==> config.mk <==
export PLATFORM = sky130hd
export DESIGN_NAME = bus_rx_fifo
export DESIGN_NICKNAME = d
export VERILOG_FILES = /design/src/rtl/bus_rx_fifo.sv
export SDC_FILE = /design/constraint.sdc
export NUM_CORES = 1
export LEC_CHECK = 0
export CORE_ASPECT_RATIO = 1.5
export CORE_MARGIN = 8
export CORE_UTILIZATION = 40
export CTS_BUF_LIST = sky130_fd_sc_hd__clkbuf_4 sky130_fd_sc_hd__clkbuf_8 sky130_fd_sc_hd__clkbuf_16
export CTS_CLUSTER_DIAMETER = 50
export DETAILED_ROUTE_END_ITERATION = 6
export SLEW_MARGIN = 20
export SYNTH_ARGS = -nofsm -noshare
export SYNTH_HDL_FRONTEND = slang
export SYNTH_SLANG_ARGS = --single-unit
export TNS_END_PERCENT = 20
==> constraint.sdc <==
create_clock -name clk -period 2.63 [get_ports clk]
set_input_delay 0.263 -clock clk [delete_from_list [all_inputs] [get_ports clk]]
set_output_delay 0.263 -clock clk [all_outputs]
set_load 0.01 [all_outputs]
==> src/rtl/bus_rx_fifo.sv <==
// Receive-side FIFO behind the bus master: registered write acknowledge, first-word fall-through consumer port.
// Optional BUS_RX_FIFO_DROP_CNT_EN adds a saturating count of writes refused while full.
module bus_rx_fifo #(
  parameter int unsigned WIDTH = 8,
  parameter int unsigned DEPTH = 8,
  parameter int unsigned CNT_W = $clog2(DEPTH) + 1
) (
  input  logic             clk,
  input  logic             rst_n,
  input  logic             wr,
  input  logic             en,
  input  logic [WIDTH-1:0] data_in,
  output logic             rd,
  output logic [WIDTH-1:0] out_data,
  output logic             out_valid,
  input  logic             out_ready,
  output logic [CNT_W-1:0] count,
  output logic             full,
  output logic             empty,
`ifdef BUS_RX_FIFO_DROP_CNT_EN
  output logic [7:0]       drop_cnt,
`endif
  output logic             overflow
);

  localparam int unsigned PTR_W = $clog2(DEPTH);

  logic [WIDTH-1:0] mem_q [DEPTH];
  logic [PTR_W-1:0] wptr_q, wptr_d;
  logic [PTR_W-1:0] rptr_q, rptr_d;
  logic [CNT_W-1:0] count_q, count_d;
  logic             rd_q, rd_d;
  logic             wr_req, push, pop, refused;

  assign full      = (count_q == CNT_W'(DEPTH));
  assign empty     = (count_q == '0);
  assign count     = count_q;
  assign rd        = rd_q;
  assign out_valid = !empty;
  // Gate the unreset memory so out_data reads 0 whenever nothing is queued.
  assign out_data  = empty ? '0 : mem_q[rptr_q];

  // Full is judged on registered state, so a same-cycle pop never frees room for a push.
  assign wr_req  = wr && en;
  assign push    = wr_req && !full;
  assign refused = wr_req && full;
  assign pop     = out_ready && !empty;

  always_comb begin
    wptr_d  = wptr_q;
    rptr_d  = rptr_q;
    count_d = count_q;
    rd_d    = push;
    if (push) wptr_d = wptr_q + PTR_W'(1);
    if (pop)  rptr_d = rptr_q + PTR_W'(1);
    case ({push, pop})
      2'b10:   count_d = count_q + CNT_W'(1);
      2'b01:   count_d = count_q - CNT_W'(1);
      default: count_d = count_q;
    endcase
  end

  always_ff @(posedge clk) begin
    if (push) mem_q[wptr_q] <= data_in;
  end

  always_ff @(posedge clk or negedge rst_n) begin
    if (!rst_n) begin
      wptr_q  <= '0;
      rptr_q  <= '0;
      count_q <= '0;
      rd_q    <= 1'b0;
    end else begin
      wptr_q  <= wptr_d;
      rptr_q  <= rptr_d;
      count_q <= count_d;
      rd_q    <= rd_d;
    end
  end

`ifdef BUS_RX_FIFO_DROP_CNT_EN
  logic [7:0] drop_cnt_q, drop_cnt_d;

  always_comb begin
    drop_cnt_d = drop_cnt_q;
    if (refused && (drop_cnt_q != 8'hFF)) drop_cnt_d = drop_cnt_q + 8'd1;
  end

  always_ff @(posedge clk or negedge rst_n) begin
    if (!rst_n) drop_cnt_q <= '0;
    else        drop_cnt_q <= drop_cnt_d;
  end

  assign drop_cnt = drop_cnt_q;
  assign overflow = (drop_cnt_q != 8'd0);
`else
  logic overflow_q, overflow_d;

  always_comb begin
    overflow_d = overflow_q | refused;
  end

  always_ff @(posedge clk or negedge rst_n) begin
    if (!rst_n) overflow_q <= 1'b0;
    else        overflow_q <= overflow_d;
  end

  assign overflow = overflow_q;
`endif

endmodule

==> out/summary.txt, run 1 <==
setup_tns -> 0 ps
Hold Buf Count CTS -> 0
WS Path Type -> reg -> reg
Die Wd -> 87.7 um
pin count of the biggest net entering global routing -> 19
CP Cell Sequence -> or4_4, and2_1, ha_1, xor2_1, ha_1, a21oi_1, xor2_1, nor2_1, xor2_1
status -> complete, no violations
commonest non-fill, non-tap cells in the layout -> edfxtp_1 (64), clkdlybuf4s50_1 (29), buf_4 (21), nor2_1 (17), mux4_2 (16)
Initial Utilization -> 0.408
sequential fraction of the synthesis area -> 0.720
routed wire length -> 6160 um
clk sink count -> 76
placed wire-length estimate -> 4300 um
Storage cell area -> 2220 um2
fmax -> 391 MHz
cell chosen for the clock root -> clkbuf_16
buffers plus inverters on the worst setup path -> 0
Max-Cap Viols -> 0
critical path's largest stage delay -> 560 ps
largest buffer count on any clock path -> 2
cell class contributing the biggest share of worst-path delay -> simple AND/OR/NAND/NOR gates
initial antenna violation count -> 0
Max-slew headroom -> 0.592
cts bufs inserted -> 9
placed cell area -> 3630 um2
Slew @ Worst Pin -> 612 ps
Clock H-tree levels -> 3
Avg Cell Area, Syn -> 18.8 um2
Core Area -> 7560 um2
Mapped Area -> 3090 um2
CP Capture Type -> flip-flop
vias -> 1640
antenna cells -> 0
routed len/inst -> 18.9 um
number of buffers added on ports -> 29
unrepaired setup endpoints after global routing -> no
die height -> 124 um
Synth Warn # -> 0
GRT Overall Usage -> 0.123
drt first-iter violations -> 128
post-CTS setup buffer count -> 0
Resize count post-CTS -> 0
FILL cells -> 606
post-route ant nets -> 0
area grow syn2layout -> 27.8%
most frequent CP cell -> xor2_1
Yosys cell types -> 31
pwr dens -> 1110 nW/um2
DRC viols -> 0
post-route cell area -> 3950 um2
gp weighted congestion -> 0.740
period utilization -> 0.972
TritonCTS clock tree -> built
vias per std cell -> 5.03
share of cells above drive strength 1 -> 0.263
Final min period -> 2560 ps
synthesized flop and latch total -> 76
final hold violation count -> 0
Slew Limit Fails -> 0
Multi-input gate area -> 821 um2
first-pass GRT wire length -> 9470 um
maximum vdd ir drop -> 0.000726 V
Req. time, crit path -> 2870 ps
cell count after synthesis -> 164
Clk pin slew, worst setup/hold paths -> 50 ps
DIE AREA -> 10800 um2
drt pass-1 iters -> 6
slowest CP cell -> or4_4
final setup fails -> 0
most common cell after layout, fill and taps aside -> edfxtp_1
CP arrival -> 2790 ps
Rows -> 39
GRT overflow -> 0
worst hold path class -> in -> async
skew final -> 9.75 ps
LEAKAGE -> 0.00141 uW
Final Net Count -> 237
Startpoint Class -> flip-flop
CP max FO -> 5
number of global-route vias before repair -> 1767
Ports -> 30
Clock Latency Late Sink -> 330 ps
Syn Nets -> 182
cells by family (layout without fill, tap and decap cells):
group | Yosys count | count (layout) | share of synthesized area
AOI/OAI and AO/OA | 6 | 6 | 0.0134
xor gates and xnor gates | 8 | 8 | 0.0227
adders and majority gates | 5 | 5 | 0.0203
buffers and inverters | 8 | 68 | 0.0142
DFF | 76 | 76 | 0.720
muxes | 27 | 27 | 0.155
and+or+nand+nor | 34 | 34 | 0.0547
final cells by class:
cell class	instances	share of cell area
Clock buffer	13	0.0647
Sequential cell	76	0.563
Clock inverter	3	0.0162
Multi-Input combinational cell	80	0.208
Inverter	2	0.00190
Tap cell	102	0.0323
Timing Repair Buffer	50	0.114
where the power goes:
group,switching [uW],internal (uW)
Sequential,182,1480
Clock,428,869
Combinational,602,829
sequential cells by signal (all words and copies together) (netlist names):
name	count
mem_q	64
count	4
rptr_q	3
wptr_q	3
overflow	1
rd	1
through the flow:
stage / hold WS (ps) / power (uW) / worst slack [ps] / std cells / utilization
after floorplan: -32.6 / 2500 / 137 / 164 / -
after global placement: 455 / 3090 / 231 / 310 / 0.479
after detailed placement: 490 / 3150 / 93.7 / 310 / 0.479
after CTS: 308 / 4460 / 20.0 / 326 / 0.522
after global routing: 334 / 4610 / 10.1 / 326 / 0.522
final: 298 / 4390 / 73.1 / 326 / 0.522
Yosys cell counts:
cell type | n | area (um2)
a211o_1 | 1 | 8.76
a21oi_1 | 2 | 10.0
a31o_2 | 1 | 8.76
a41oi_1 | 1 | 8.76
and2_1 | 1 | 6.26
buf_1 | 2 | 7.51
buf_2 | 1 | 5.00
buf_4 | 1 | 7.51
buf_6 | 1 | 11.3
clkbuf_2 | 1 | 5.00
clkinv_1 | 1 | 3.75
dfrtp_1 | 12 | 300
edfxtp_1 | 64 | 1920
ha_1 | 5 | 62.6
inv_1 | 1 | 3.75
mux2_2 | 2 | 22.5
mux2_4 | 1 | 15.0
mux2i_1 | 8 | 80.1
mux4_2 | 16 | 360
nand2_1 | 6 | 22.5
nand2b_1 | 3 | 18.8
nand3b_1 | 1 | 7.51
nor2_1 | 17 | 63.8
nor3_1 | 2 | 10.0
nor3b_1 | 1 | 7.51
nor4b_2 | 1 | 15.0
o21ai_0 | 1 | 5.00
or3_1 | 1 | 6.26
or4_4 | 1 | 11.3
xnor2_1 | 3 | 26.3
xor2_1 | 5 | 43.8
worst paths after layout:
kind,to,cells after the start,startpoint,slack (ps)
setup reg to reg,count[2],9,count[3],70
setup / recovery,count[2],9,count[3],70
max in group asynchronous,rptr_q[1],1,rst_n,1930
min in group clk,overflow,1,overflow,490
hold / removal,count[3],1,rst_n,300
hold reg to reg,overflow,1,overflow,490
metal layers:
metal,track usage,vias up,part of all wire
li1,-,751,-
met1,0.127,841,0.39
met2,0.218,41,0.55
met3,0.0416,7,0.049
met4,0.0595,0,0.016
met5,0,-,0
(Power assumes the default switching activity.)
==> inputs of run 2 (changes only) <==
--- a/config.mk
+++ b/config.mk
@@ -6,10 +6,11 @@
 export NUM_CORES = 1
 export LEC_CHECK = 0
 export CORE_ASPECT_RATIO = 1.5
-export CORE_MARGIN = 8
+export CORE_MARGIN = 10
 export CORE_UTILIZATION = 40
 export CTS_BUF_LIST = sky130_fd_sc_hd__clkbuf_4 sky130_fd_sc_hd__clkbuf_8 sky130_fd_sc_hd__clkbuf_16
 export CTS_CLUSTER_DIAMETER = 50
+export CTS_CLUSTER_SIZE = 20
 export DETAILED_ROUTE_END_ITERATION = 6
 export SLEW_MARGIN = 20
 export SYNTH_ARGS = -nofsm -noshare
==> run 2 against run 1 <==
Compared with the run above:
- power fell by 3.9%
- sequential power rose by 2%
- routed wire length rose by 0.60%
- core utilization fell by 1.1 points
- clock power fell by 12%
- maximum frequency rose by 2.6%
- critical endpoint unchanged
- largest cell class unchanged
==> out/summary.txt, run 2 (same netlist as run 1, synthesis figures left out) <==
Max-Cap Viols -> 0 (unchanged)
Finished Core Util -> 0.511 (-0.0112)
Req. time, crit path -> 2840 ps (-30 ps)
most frequent CP cell -> xor2_1
Critical R2R Launch -> count[3]
WS Path Type -> reg -> reg
Ports -> 30 (unchanged)
buffers plus inverters on the worst setup path -> 0 (unchanged)
skew final -> 9.46 ps (-0.288 ps)
pre-CTS setup slack -> 29.6 ps (-64.1 ps)
routed len/inst -> 19.5 um (+3.1%)
setup_tns -> 0 ps (unchanged)
Setup WS post-layout -> 137 ps (+63.8 ps)
final hold violation count -> 0 (unchanged)
initial antenna violation count -> 0 (unchanged)
Die Wd -> 91.7 um (+4.6%)
number of buffers added on ports -> 29 (unchanged)
Startpoint Class -> flip-flop
Post-Layout Cell Count -> 318 (-2.5%)
status -> complete, no violations
Max-slew headroom -> 0.422 (-0.171)
LEAKAGE -> 0.00136 uW (-4.0%)
final setup fails -> 0 (unchanged)
fmax -> 401 MHz (+2.6%)
FILL cells -> 636 (+5.0%)
vias -> 1609 (-1.9%)
CP arrival -> 2700 ps (-90 ps)
Slew Limit Fails -> 0 (unchanged)
clk sink count -> 76 (unchanged)
max reg flops -> 64 (unchanged)
GRT overflow -> 0 (unchanged)
cts bufs inserted -> 9 (unchanged)
gp weighted congestion -> 0.694 (-6.2%)
period utilization -> 0.948 (-0.0242)
first-pass GRT wire length -> 9870 um (+4.2%)
placed wire-length estimate -> 4250 um (-1.3%)
critical path depth in cells -> 9 (unchanged)
number of global-route vias before repair -> 1830 (+3.6%)
DIE AREA -> 11700 um2 (+7.9%)
area grow syn2layout -> 25.1%
unrepaired setup endpoints after global routing -> no
R2R setup slack -> 140 ps (+60 ps)
share of cells above drive strength 1 -> 0.259 (-0.00413)
Rows -> 39 (unchanged)
DRC viols -> 0 (unchanged)
CP Cell Sequence -> or4_4, and2_2, ha_2, xor2_1, ha_1, a21oi_2, xor2_1, nor2_1, xor2_1
cell class contributing the biggest share of worst-path delay -> simple AND/OR/NAND/NOR gates
most common cell after layout, fill and taps aside -> edfxtp_1
R2R depth -> 9 (unchanged)
CP Capture Type -> flip-flop
pin count of the biggest net entering global routing -> 19 (unchanged)
critical path's largest stage delay -> 560 ps (about the same)
die height -> 128 um (+3.2%)
drt pass-1 iters -> 4 (-2)
largest buffer count on any clock path -> 2 (unchanged)
vias per std cell -> 5.06 (+0.58%)
worst hold path class -> in -> async
slowest CP cell -> or4_4
maximum vdd ir drop -> 0.000709 V (-2.4%)
routed wire length -> 6200 um (+0.60%)
Clock Latency Late Sink -> 330 ps (about the same)
cell chosen for the clock root -> clkbuf_16
post-route ant nets -> 0 (unchanged)
pwr dens -> 1090 nW/um2 (-1.7%)
Biggest register -> mem_q
Final min period -> 2490 ps (-63.8 ps)
Initial Utilization -> 0.408 (unchanged)
final hold slack -> 292 ps (-5.59 ps)
GRT Overall Usage -> 0.114 (-0.00961)
drt first-iter violations -> 71 (-45%)
Inst Count DP -> 302 (-2.6%)
commonest non-fill, non-tap cells in the layout -> edfxtp_1 (64), clkdlybuf4s50_1 (29), nor2_1 (17), mux4_2 (16), buf_4 (13)
CP max FO -> 5 (unchanged)
Core Area -> 7560 um2 (unchanged)
Clk pin slew, worst setup/hold paths -> 60 ps (about the same)
Final Net Count -> 229 (-3.4%)
Slew @ Worst Pin -> 864 ps (+253 ps)
Clock H-tree levels -> 3 (unchanged)
antenna cells -> 0 (unchanged)
RR Endpoint -> count[2]
TritonCTS clock tree -> built
==> run 2: changes by cell type in the layout (fill, tap and decap cells not counted), sizes merged <==
cell,delta
buf,-8
bufinv,-2
clkbuf,+1
clkinv,+1
==> run 2: per-stage QoR <==
| step | instance area, um2 | total power, uW |
|---|---|---|
| after global routing | 3860 | 4450 |
| after global placement | 3570 | 3050 |
| after CTS | 3850 | 4260 |
| after floorplan | 3090 | 2500 |
| final | 3860 | 4220 |
| after detailed placement | 3570 | 3110 |
==> run 2: layout make-up <==
class / instances / area (um2) / area share
multi-input combinational: 80 / 828 / 0.215
tap: 102 / 128 / 0.0331
inverter: 2 / 7.51 / 0.00194
timing repair buffer: 42 / 388 / 0.100
clock buffer: 14 / 275 / 0.0713
sequential: 76 / 2220 / 0.576
clock inverter: 2 / 10.0 / 0.00259
==> run 2: what timing repair did <==
action                     4_1_cts  5_1_grt
resized for setup                1        4
pin swaps                        0        1
setup endpoints to repair        1        1
setup buffers                    0        0
hold buffers                     0        0
==> run 2: layer usage <==
metal | track usage | wire [um] | share of wire
met1 | 0.113 | 2360 | 0.38
met2 | 0.203 | 3390 | 0.55
met3 | 0.0440 | 336 | 0.054
met4 | 0.0546 | 119 | 0.019
met5 | 0 | 0 | 0
==> run 2: worst max path at each step <==
stage	endpoint	start	slack, ps
6_report	count[2]	count[3]	140
2_1_floorplan	count[2]	count[2]	140
3_3_place_gp	count[2]	count[1]	220
3_5_place_dp	count[2]	count[1]	30
4_1_cts	count[2]	count[1]	5
5_1_grt	count[2]	count[2]	20
==> run 2: power breakdown <==
part	internal, uW	leakage [uW]	switching (uW)	total, uW
registers	1480	0.000718	219	1700
clock network	718	0.000147	432	1150
logic	803	0.000492	567	1370
total	3000	0.00136	1220	4220
==> run 2: worst reg2reg max path, delay by kind of cell, from the launching register on <==
kind	cells	cell delay, ps
DFF	1	420
AOI/OAI and AO/OA	1	130
and+or+nand+nor	3	890
adders and majority gates	2	430
xor gates and xnor gates	3	500
